--- config.mk ---
export PLATFORM = sky130hd
export DESIGN_NAME = coin_credit_manager_flat
export DESIGN_NICKNAME = d
export VERILOG_FILES = /design/src/rtl/coin_pkg.sv /design/src/rtl/coin_credit_manager_if.sv /design/src/rtl/change_selector.sv /design/src/rtl/coin_credit_manager.sv /design/src/flat_wrapper.sv
export SDC_FILE = /design/constraint.sdc
export NUM_CORES = 1
export LEC_CHECK = 0
export CELL_PAD_IN_SITES_DETAIL_PLACEMENT = 0
export CELL_PAD_IN_SITES_GLOBAL_PLACEMENT = 1
export CORE_MARGIN = 2
export CORE_UTILIZATION = 45
export DETAILED_ROUTE_END_ITERATION = 10
export GPL_ROUTABILITY_DRIVEN = 0
export PLACE_DENSITY = 0.84
export SYNTH_ARGS = -nofsm -noshare
export SYNTH_HDL_FRONTEND = slang
export SYNTH_SLANG_ARGS = --single-unit
export TNS_END_PERCENT = 100
--- constraint.sdc ---
create_clock -name clk -period 5.51 [get_ports clk]
set_clock_uncertainty 0.15 [all_clocks]
set_input_delay 1.102 -clock clk [delete_from_list [all_inputs] [get_ports clk]]
set_output_delay 1.102 -clock clk [all_outputs]
set_load 0.05 [all_outputs]
--- src/rtl/coin_pkg.sv ---
// Shared encodings, cent values and state type for the coin credit path.
package coin_pkg;

  localparam int unsigned CREDIT_W = 8;
  localparam int unsigned SUM_W    = 9;
  localparam int unsigned COIN_W   = 2;

  localparam logic [COIN_W-1:0] COIN_NICKEL  = 2'b00;
  localparam logic [COIN_W-1:0] COIN_DIME    = 2'b01;
  localparam logic [COIN_W-1:0] COIN_QUARTER = 2'b10;
  localparam logic [COIN_W-1:0] COIN_DOLLAR  = 2'b11;

  localparam logic [CREDIT_W-1:0] NICKEL_CENTS  = 8'd5;
  localparam logic [CREDIT_W-1:0] DIME_CENTS    = 8'd10;
  localparam logic [CREDIT_W-1:0] QUARTER_CENTS = 8'd25;
  localparam logic [CREDIT_W-1:0] DOLLAR_CENTS  = 8'd100;

  typedef enum logic {
    IDLE   = 1'b0,
    REFUND = 1'b1
  } state_e;

  // Cent value of an inserted coin encoding.
  function automatic logic [CREDIT_W-1:0] coin_cents(input logic [COIN_W-1:0] coin);
    logic [CREDIT_W-1:0] cents;
    case (coin)
      COIN_NICKEL:  cents = NICKEL_CENTS;
      COIN_DIME:    cents = DIME_CENTS;
      COIN_QUARTER: cents = QUARTER_CENTS;
      default:      cents = DOLLAR_CENTS;
    endcase
    return cents;
  endfunction

endpackage

--- src/rtl/coin_credit_manager_if.sv ---
// Coin/vend/refund strobes in, credit and change payout out.
interface coin_credit_manager_if;
  import coin_pkg::*;

  logic                  coin_valid;
  logic [COIN_W-1:0]     coin_type;
  logic                  vend_done;
  logic [CREDIT_W-1:0]   vend_price;
  logic                  refund_req;
  logic [CREDIT_W-1:0]   credit;
  logic                  coin_reject;
  logic                  underflow;
  logic                  change_valid;
  logic [COIN_W-1:0]     change_type;
  logic                  busy;

  modport master (
    output coin_valid, coin_type, vend_done, vend_price, refund_req,
    input  credit, coin_reject, underflow, change_valid, change_type, busy
  );

  modport slave (
    input  coin_valid, coin_type, vend_done, vend_price, refund_req,
    output credit, coin_reject, underflow, change_valid, change_type, busy
  );

endinterface

--- src/rtl/change_selector.sv ---
// Greedy change coin choice (quarter, dime, nickel) for a given credit; never dollars.
module change_selector
  import coin_pkg::*;
(
  input  logic [CREDIT_W-1:0] credit,
  output logic [COIN_W-1:0]   coin,
  output logic [CREDIT_W-1:0] value,
  output logic                none
);

  always_comb begin
    coin  = COIN_NICKEL;
    value = NICKEL_CENTS;
    none  = 1'b0;
    if (credit >= QUARTER_CENTS) begin
      coin  = COIN_QUARTER;
      value = QUARTER_CENTS;
    end else if (credit >= DIME_CENTS) begin
      coin  = COIN_DIME;
      value = DIME_CENTS;
    end else if (credit < NICKEL_CENTS) begin
      value = '0;
      none  = 1'b1;
    end
  end

endmodule

--- src/rtl/coin_credit_manager.sv ---
// Running coin credit with vend deduction and one-coin-per-cycle refund payout.
// Define AUTO_CHANGE_EN to pay out remaining credit automatically after each vend.
module coin_credit_manager
  import coin_pkg::*;
#(
  parameter int unsigned MAX_CREDIT = 200
) (
  input  logic                  clk,
  input  logic                  reset,
  coin_credit_manager_if.slave  bus
);

  localparam logic [SUM_W-1:0] MAX_SUM = SUM_W'(MAX_CREDIT);

  state_e                state_q, state_n;
  logic [CREDIT_W-1:0]   credit_q, credit_n;
  logic                  reject_q, reject_n;
  logic                  underflow_q, underflow_n;
  logic                  change_valid_q, change_valid_n;
  logic [COIN_W-1:0]     change_type_q, change_type_n;
  logic                  busy_q, busy_n;

  logic [COIN_W-1:0]     sel_coin;
  logic [CREDIT_W-1:0]   sel_value;
  logic                  sel_none;

  logic                  vend_ok;
  logic [CREDIT_W-1:0]   after_vend;
  logic [SUM_W-1:0]      coin_sum;
  logic [CREDIT_W-1:0]   remaining;

  change_selector u_change_selector (
    .credit (credit_q),
    .coin   (sel_coin),
    .value  (sel_value),
    .none   (sel_none)
  );

  // Vend result and coin sum are evaluated every cycle; the FSM picks which applies.
  assign vend_ok    = (bus.vend_price <= credit_q);
  assign after_vend = vend_ok ? (credit_q - bus.vend_price) : credit_q;
  assign coin_sum   = SUM_W'(credit_q) + SUM_W'(coin_cents(bus.coin_type));
  assign remaining  = credit_q - sel_value;

  always_comb begin
    state_n        = state_q;
    credit_n       = credit_q;
    reject_n       = 1'b0;
    underflow_n    = 1'b0;
    change_valid_n = 1'b0;
    change_type_n  = COIN_NICKEL;

    case (state_q)
      IDLE: begin
        if (bus.vend_done) begin
          credit_n    = after_vend;
          underflow_n = ~vend_ok;
          reject_n    = bus.coin_valid;
`ifdef AUTO_CHANGE_EN
          if (vend_ok && (after_vend >= NICKEL_CENTS)) begin
            state_n = REFUND;
          end
`endif
          if (bus.refund_req) begin
            if (after_vend >= NICKEL_CENTS) begin
              state_n = REFUND;
            end else begin
              credit_n = '0;
            end
          end
        end else if (bus.refund_req) begin
          reject_n = bus.coin_valid;
          if (credit_q >= NICKEL_CENTS) begin
            state_n = REFUND;
          end else begin
            credit_n = '0;
          end
        end else if (bus.coin_valid) begin
          if (coin_sum <= MAX_SUM) begin
            credit_n = coin_sum[CREDIT_W-1:0];
          end else begin
            reject_n = 1'b1;
          end
        end
      end

      REFUND: begin
        // Only coin insertions get a response while paying out.
        reject_n = bus.coin_valid;
        if (sel_none) begin
          credit_n = '0;
          state_n  = IDLE;
        end else begin
          change_valid_n = 1'b1;
          change_type_n  = sel_coin;
          if (remaining < NICKEL_CENTS) begin
            credit_n = '0;
            state_n  = IDLE;
          end else begin
            credit_n = remaining;
          end
        end
      end
    endcase

    busy_n = (state_n == REFUND);
  end

  always_ff @(posedge clk or negedge reset) begin
    if (!reset) begin
      state_q        <= IDLE;
      credit_q       <= '0;
      reject_q       <= 1'b0;
      underflow_q    <= 1'b0;
      change_valid_q <= 1'b0;
      change_type_q  <= COIN_NICKEL;
      busy_q         <= 1'b0;
    end else begin
      state_q        <= state_n;
      credit_q       <= credit_n;
      reject_q       <= reject_n;
      underflow_q    <= underflow_n;
      change_valid_q <= change_valid_n;
      change_type_q  <= change_type_n;
      busy_q         <= busy_n;
    end
  end

  assign bus.credit       = credit_q;
  assign bus.coin_reject  = reject_q;
  assign bus.underflow    = underflow_q;
  assign bus.change_valid = change_valid_q;
  assign bus.change_type  = change_type_q;
  assign bus.busy         = busy_q;

endmodule

--- src/flat_wrapper.sv ---
// flat-port wrapper written by rule: the top's interface ports become plain ports
module coin_credit_manager_flat import coin_pkg::*;
#(
  parameter int unsigned MAX_CREDIT = 200
)
  (clk, reset, bus_coin_valid, bus_coin_type, bus_vend_done, bus_vend_price, bus_refund_req, bus_credit, bus_coin_reject, bus_underflow, bus_change_valid, bus_change_type, bus_busy);
  coin_credit_manager_if bus_i ();
  input  logic clk;
  input  logic reset;
  input wire logic [$bits(bus_i.coin_valid)-1:0] bus_coin_valid;
  input wire logic [$bits(bus_i.coin_type)-1:0] bus_coin_type;
  input wire logic [$bits(bus_i.vend_done)-1:0] bus_vend_done;
  input wire logic [$bits(bus_i.vend_price)-1:0] bus_vend_price;
  input wire logic [$bits(bus_i.refund_req)-1:0] bus_refund_req;
  output wire logic [$bits(bus_i.credit)-1:0] bus_credit;
  output wire logic [$bits(bus_i.coin_reject)-1:0] bus_coin_reject;
  output wire logic [$bits(bus_i.underflow)-1:0] bus_underflow;
  output wire logic [$bits(bus_i.change_valid)-1:0] bus_change_valid;
  output wire logic [$bits(bus_i.change_type)-1:0] bus_change_type;
  output wire logic [$bits(bus_i.busy)-1:0] bus_busy;
  assign bus_i.coin_valid = bus_coin_valid;
  assign bus_i.coin_type = bus_coin_type;
  assign bus_i.vend_done = bus_vend_done;
  assign bus_i.vend_price = bus_vend_price;
  assign bus_i.refund_req = bus_refund_req;
  assign bus_credit = bus_i.credit;
  assign bus_coin_reject = bus_i.coin_reject;
  assign bus_underflow = bus_i.underflow;
  assign bus_change_valid = bus_i.change_valid;
  assign bus_change_type = bus_i.change_type;
  assign bus_busy = bus_i.busy;
  coin_credit_manager #(.MAX_CREDIT(MAX_CREDIT)) u_core (.clk(clk), .reset(reset), .bus(bus_i));
endmodule
; Word-level counts from Yosys, hierarchy flattened
; Cells that the tools add are included.
[classes]
reduce_logical = 2
order_cmp = 8
eq_ne = 5
bitwise = 2
addsub = 3
muxes = 39
[ops]
columns = cell, count
row1 = 8-bit 2-to-1 mux, 10
row2 = 7-bit one-hot mux with 3 select lines, 1
row3 = 1-bit 2-to-1 mux, 19
row4 = "8-bit by 3-bit >= comparator with 1-bit output, second input constant", 2
row5 = "8-bit by 3-bit less-than comparator with 1-bit output, second input constant", 2
row6 = 8-bit one-hot mux with 2 select lines, 1
row7 = 8-bit by 7-bit adder with 9-bit output, 1
row8 = "9-bit by 8-bit <= comparator with 1-bit output, second input constant", 1
row9 = "8-bit by 4-bit >= comparator with 1-bit output, second input constant", 1
row10 = "8-bit by 5-bit >= comparator with 1-bit output, second input constant", 1
row11 = 8-bit <= comparator, 1
row12 = "4-bit inequality test, second input constant", 2
row13 = 8-bit by 5-bit subtractor with 8-bit output, 1
row14 = 8-bit subtractor, 1
row15 = 2-bit 2-to-1 mux, 3
row16 = 5-bit 2-to-1 mux, 1
row17 = 4-bit 2-to-1 mux, 1
row18 = "4-bit by 3-bit inequality test with 1-bit output, second input constant", 1
row19 = 1-bit one-hot mux with 2 select lines, 2
row20 = 3-bit 2-to-1 mux, 1
row21 = 3-bit AND reduction, 1
row22 = "2-bit by 1-bit == test with 1-bit output, second input constant", 1
row23 = "2-bit == test, second input constant", 1
row24 = 2-bit logical NOT, 1
row25 = 1-bit NOT, 2
[word_totals]
elab_cells = 65
output_inout_bits = 14
inputBits = 15
reg_bits = 14

; Logic depth before layout (Yosys ltp)
[depth]
depth_word = 9
ltp_mapped = 15
depth_no_buf = 15

; By module
; A second synthesis with hierarchy kept.
[hier_totals]
hier_cells = 290
hier_area_um2 = 2292.2
[by_module_without_submodules]
columns = mod, cells_per_inst, instances, seq_area_each_um2, area_per_inst_um2
row1 = coin_credit_manager, 265, 1, 350.3, 2112.0
row2 = change_selector, 25, 1, 0.0, 180.2

; Least setup slack after synthesis
; No wires, ideal clock.
[synth_path]
path_type = input-to-reg
start = in bus_coin_type[0]
end = reg u_core.credit_q[7], in the netlist u_core.bus.credit[7]
setup_slack_ns = 1.780
stages = 11
setup_ns = 0.126
n_path_buf = 0
t_arrival_ns = 3.454
required_ns = 5.234
path_cell_list = inv_1 -> ha_1 -> ha_1 -> o21a_1 -> a2111oi_0 -> nor2_1 -> mux2i_1 -> o2bb2a_4 -> o21ai_2 -> o21ai_2 -> a221o_1
[synth_via]
elab_chain_len = 8
word_cells_on_any_way = 13
classes_between = add/sub (1) / order compare (1) / eq/ne (3) / mux (6) / reduce/logical (2)
[synth_rtl]
columns = item, line_no
row1 = start: declaration, flat_wrapper.sv:11  ; input wire logic [$bits(bus_i.coin_type)-1:0] bus_coin_type;
row2 = "2-bit == test, or another cell as far along", coin_pkg.sv:26  ; case (coin)
row3 = 7-bit one-hot mux with 3 select lines (*), coin_pkg.sv:26
row4 = 8-bit by 7-bit adder with 9-bit output (*), coin_credit_manager.sv:42  ; assign coin_sum = SUM_W'(credit_q) + SUM_W'(coin_cents(bus.coin_type));
row5 = branches (longest 5 deep; another with 9-bit by 8-bit <= comparator with 1-bit output), -
row6 = end signal: assignment, coin_credit_manager.sv:120  ; credit_q <= credit_n;
row7 = end: declaration, coin_credit_manager.sv:16  ; logic [CREDIT_W-1:0] credit_q, credit_n;
; Mark *: on every way between the ends. The select of a mux whose other input is x is not followed.
; A chain may end at the register's enable or synchronous reset.

; Worst setup path in the final report
; Ends and elaborated chain as after synthesis.

==> results.toml <==
[run_status]
status = "finished, final reports clean"

[place]
numPortBuffers = 28
dp_hpwl_mm = 4.020

[logic_synthesis]
synth_area_sq_um = 2044
synth_nets = 287
synthFlopType = "dfrtp_1"
netlist_instances = 246
synth-edff-count = 0
async_reset_ff_share_pct = 100.0
syn_area_per_cell_sq_um = 8.311
synth_cell_types = 65
yosys_warnings = 0
ys_seq_area_share_pct = 17.14
ys_seq_elements = 14

[detailed_routing]
drc = 0
wl_mm = 5.149
drtAntennaViolNets = 0
firstDrtPassIters = 4
via_count = 1906
viasPerCell = 5.919
wl_per_cell_microns = 15.99
drtIter0Drc = 185

[cts]
root_buffer = "clkbuf_8"
clock_sink_count = 14
post_cts_buffers = 0
postCtsHoldBufs = 0
cts.repair.resized = 0
tritoncts = "built"
cts_made_buffers = 3
clock_latency_ps = 250
clockBufferDepth = 2
path_clk_slew_ps = 60
h-tree-depth = 1

[critical_path]
rr_startpoint = "u_core.bus.credit[1]"
cp-startpoint = "bus_coin_type[0]"
cp_data_required_time_ps = 5490
crit_fanout = 5
critical_path_arrival_ps = 4220
ff2ff_path_depth = 14
end_kind = "flop"
r2r_setup_slack_ps = 1440
worstSetupPathType = "input port to flop"
start_kind = "input port"
r2r-end = "u_core.bus.credit[7]"
crit_end = "u_core.bus.credit[7]"

[run]
cap_violations = 0

[timing]
hold_viol = 0
setup-tns-final_ps = 0
period_share_pct = 77.00
slew_violations = 0
rsz0062_at_grt = "false"
slew_headroom_pct = 51.40
setup_viol = 0
fin_crit_ps = 4243
worstMarginPinSlew_ps = 722.3
fmax_mhz = 235.7

[finish]
fill_cells = 415
layout_commonest_cell = "clkdlybuf4s50_1"
antennaDiodeCount = 0
regArea_sq_um = 350.3
drive_gt1_share_pct = 7.778
syn_to_final_growth_pct = 16.03
multi_input_area_sq_um = 1539
fin_nets = 312
layout_common_cells = "clkdlybuf4s50_1 (28), nor2_1 (25), ha_1 (23)"

[hold_path]
worstHoldPathType = "flop to flop"

[floorplanning]
die_width_microns = 71.41
start_util_pct = 46.95
die-area_sq_um = 5099
num_rows = 24
die_y_microns = 71.41
core_sq_um = 4354
ios = 29

[global_routing]
grt_pass1_vias = 1881
grt_max_degree = 15
track_usage_pct = 22.04
overflow = 0
grt_pass1_wl_mm = 9.018
antenna_found_initial = 0
-- cells by family (layout without fill, tap and decap cells) --
logic type | Yosys count | count (layout) | share of synthesized area, %
AO/OA/AOI/OAI | 84 | 84 | 32.44
buffers and inverters | 30 | 54 | 7.588
adder cells (fa/ha/maj) | 26 | 26 | 17.01
AND/OR/NAND/NOR | 77 | 77 | 19.16
XOR/XNOR | 12 | 12 | 5.141
flip-flops | 14 | 14 | 17.14
multiplexers | 3 | 3 | 1.530
-- area by class of cell --
cell class                 instances  share of cell area [%]
multi-input combinational        202                   64.87
sequential                        14                   14.77
timing repair buffer              28                   11.81
inverter                          22                   3.481
tap                               52                   2.743
clock buffer                       4                   2.321
-- synthesized netlist by cell type, types with 4 or more instances --
library cell / count / area, sq um
inv_1: 21 / 78.83
o21a_1: 6 / 45.04
nor2b_1: 9 / 56.30
nor2_1: 25 / 93.84
o2bb2ai_1: 5 / 43.79
dfrtp_1: 14 / 350.3
nand2_1: 15 / 56.30
o21ai_0: 13 / 65.06
a21oi_1: 9 / 45.04
a22oi_1: 4 / 30.03
xnor2_1: 7 / 61.31
ha_1: 23 / 287.8
a211oi_1: 4 / 30.03
nand2b_1: 4 / 25.02
xor2_1: 5 / 43.79
nor3_1: 4 / 20.02
o31ai_1: 4 / 30.03
-- stage by stage --
stage               setup WS (ps)  hold slack (ps)  cells  util, %  cell area (sq um)
floorplan                    1780            656.4    246        -               2044
global placement             1097            478.2    318    53.22               2317
detailed placement           1025            485.5    318    53.22               2317
CTS                          1271            497.1    322    54.48               2372
global route                933.1            554.0    322    54.48               2372
finish                       1267            506.3    322    54.48               2372
-- per-layer routing --
layer / vias to the layer above / track usage (%) / share of wire (%)
met4: 0 / 5.870 / 1.7
met5: - / 0 / 0
met1: 867 / 32.46 / 47
met2: 70 / 34.88 / 45
met3: 9 / 1.688 / 5.7
li1: 960 / - / -
-- how the worst min path moves through the flow --
stage,cells after the start,to,from
4_1_cts,1,u_core.bus.credit[2],u_core.state_q
3_3_place_gp,1,u_core.bus.credit[2],u_core.state_q
5_1_grt,1,u_core.bus.credit[0],u_core.bus.credit[0]
3_5_place_dp,1,u_core.bus.credit[2],u_core.state_q
6_report,1,u_core.bus.credit[2],u_core.state_q
2_1_floorplan,0,u_core.bus.change_type[0],reset
-- sequential cells by signal, indices dropped and copies added, names as in the netlist --
| register | flops |
|---|---|
| u_core.bus.change_valid | 1 |
| u_core.bus.credit | 8 |
| u_core.bus.underflow | 1 |
| u_core.bus.change_type | 2 |
| u_core.state_q | 1 |
| u_core.bus.coin_reject | 1 |
-- worst max-delay path, stage by stage --
cell and delay, ps:
clkdlybuf4s50_1 500, inv_1 80, ha_1 320, ha_1 340, o21a_1 260, a2111oi_0 440
nor2_1 150, mux2i_1 150, o2bb2a_4 240, o21ai_2 220, o21ai_2 100, a221o_1 310
Power is left out: the tool's default activity adds up to more than one toggle a clock period on the data nets, which glitch-free logic cannot reach.
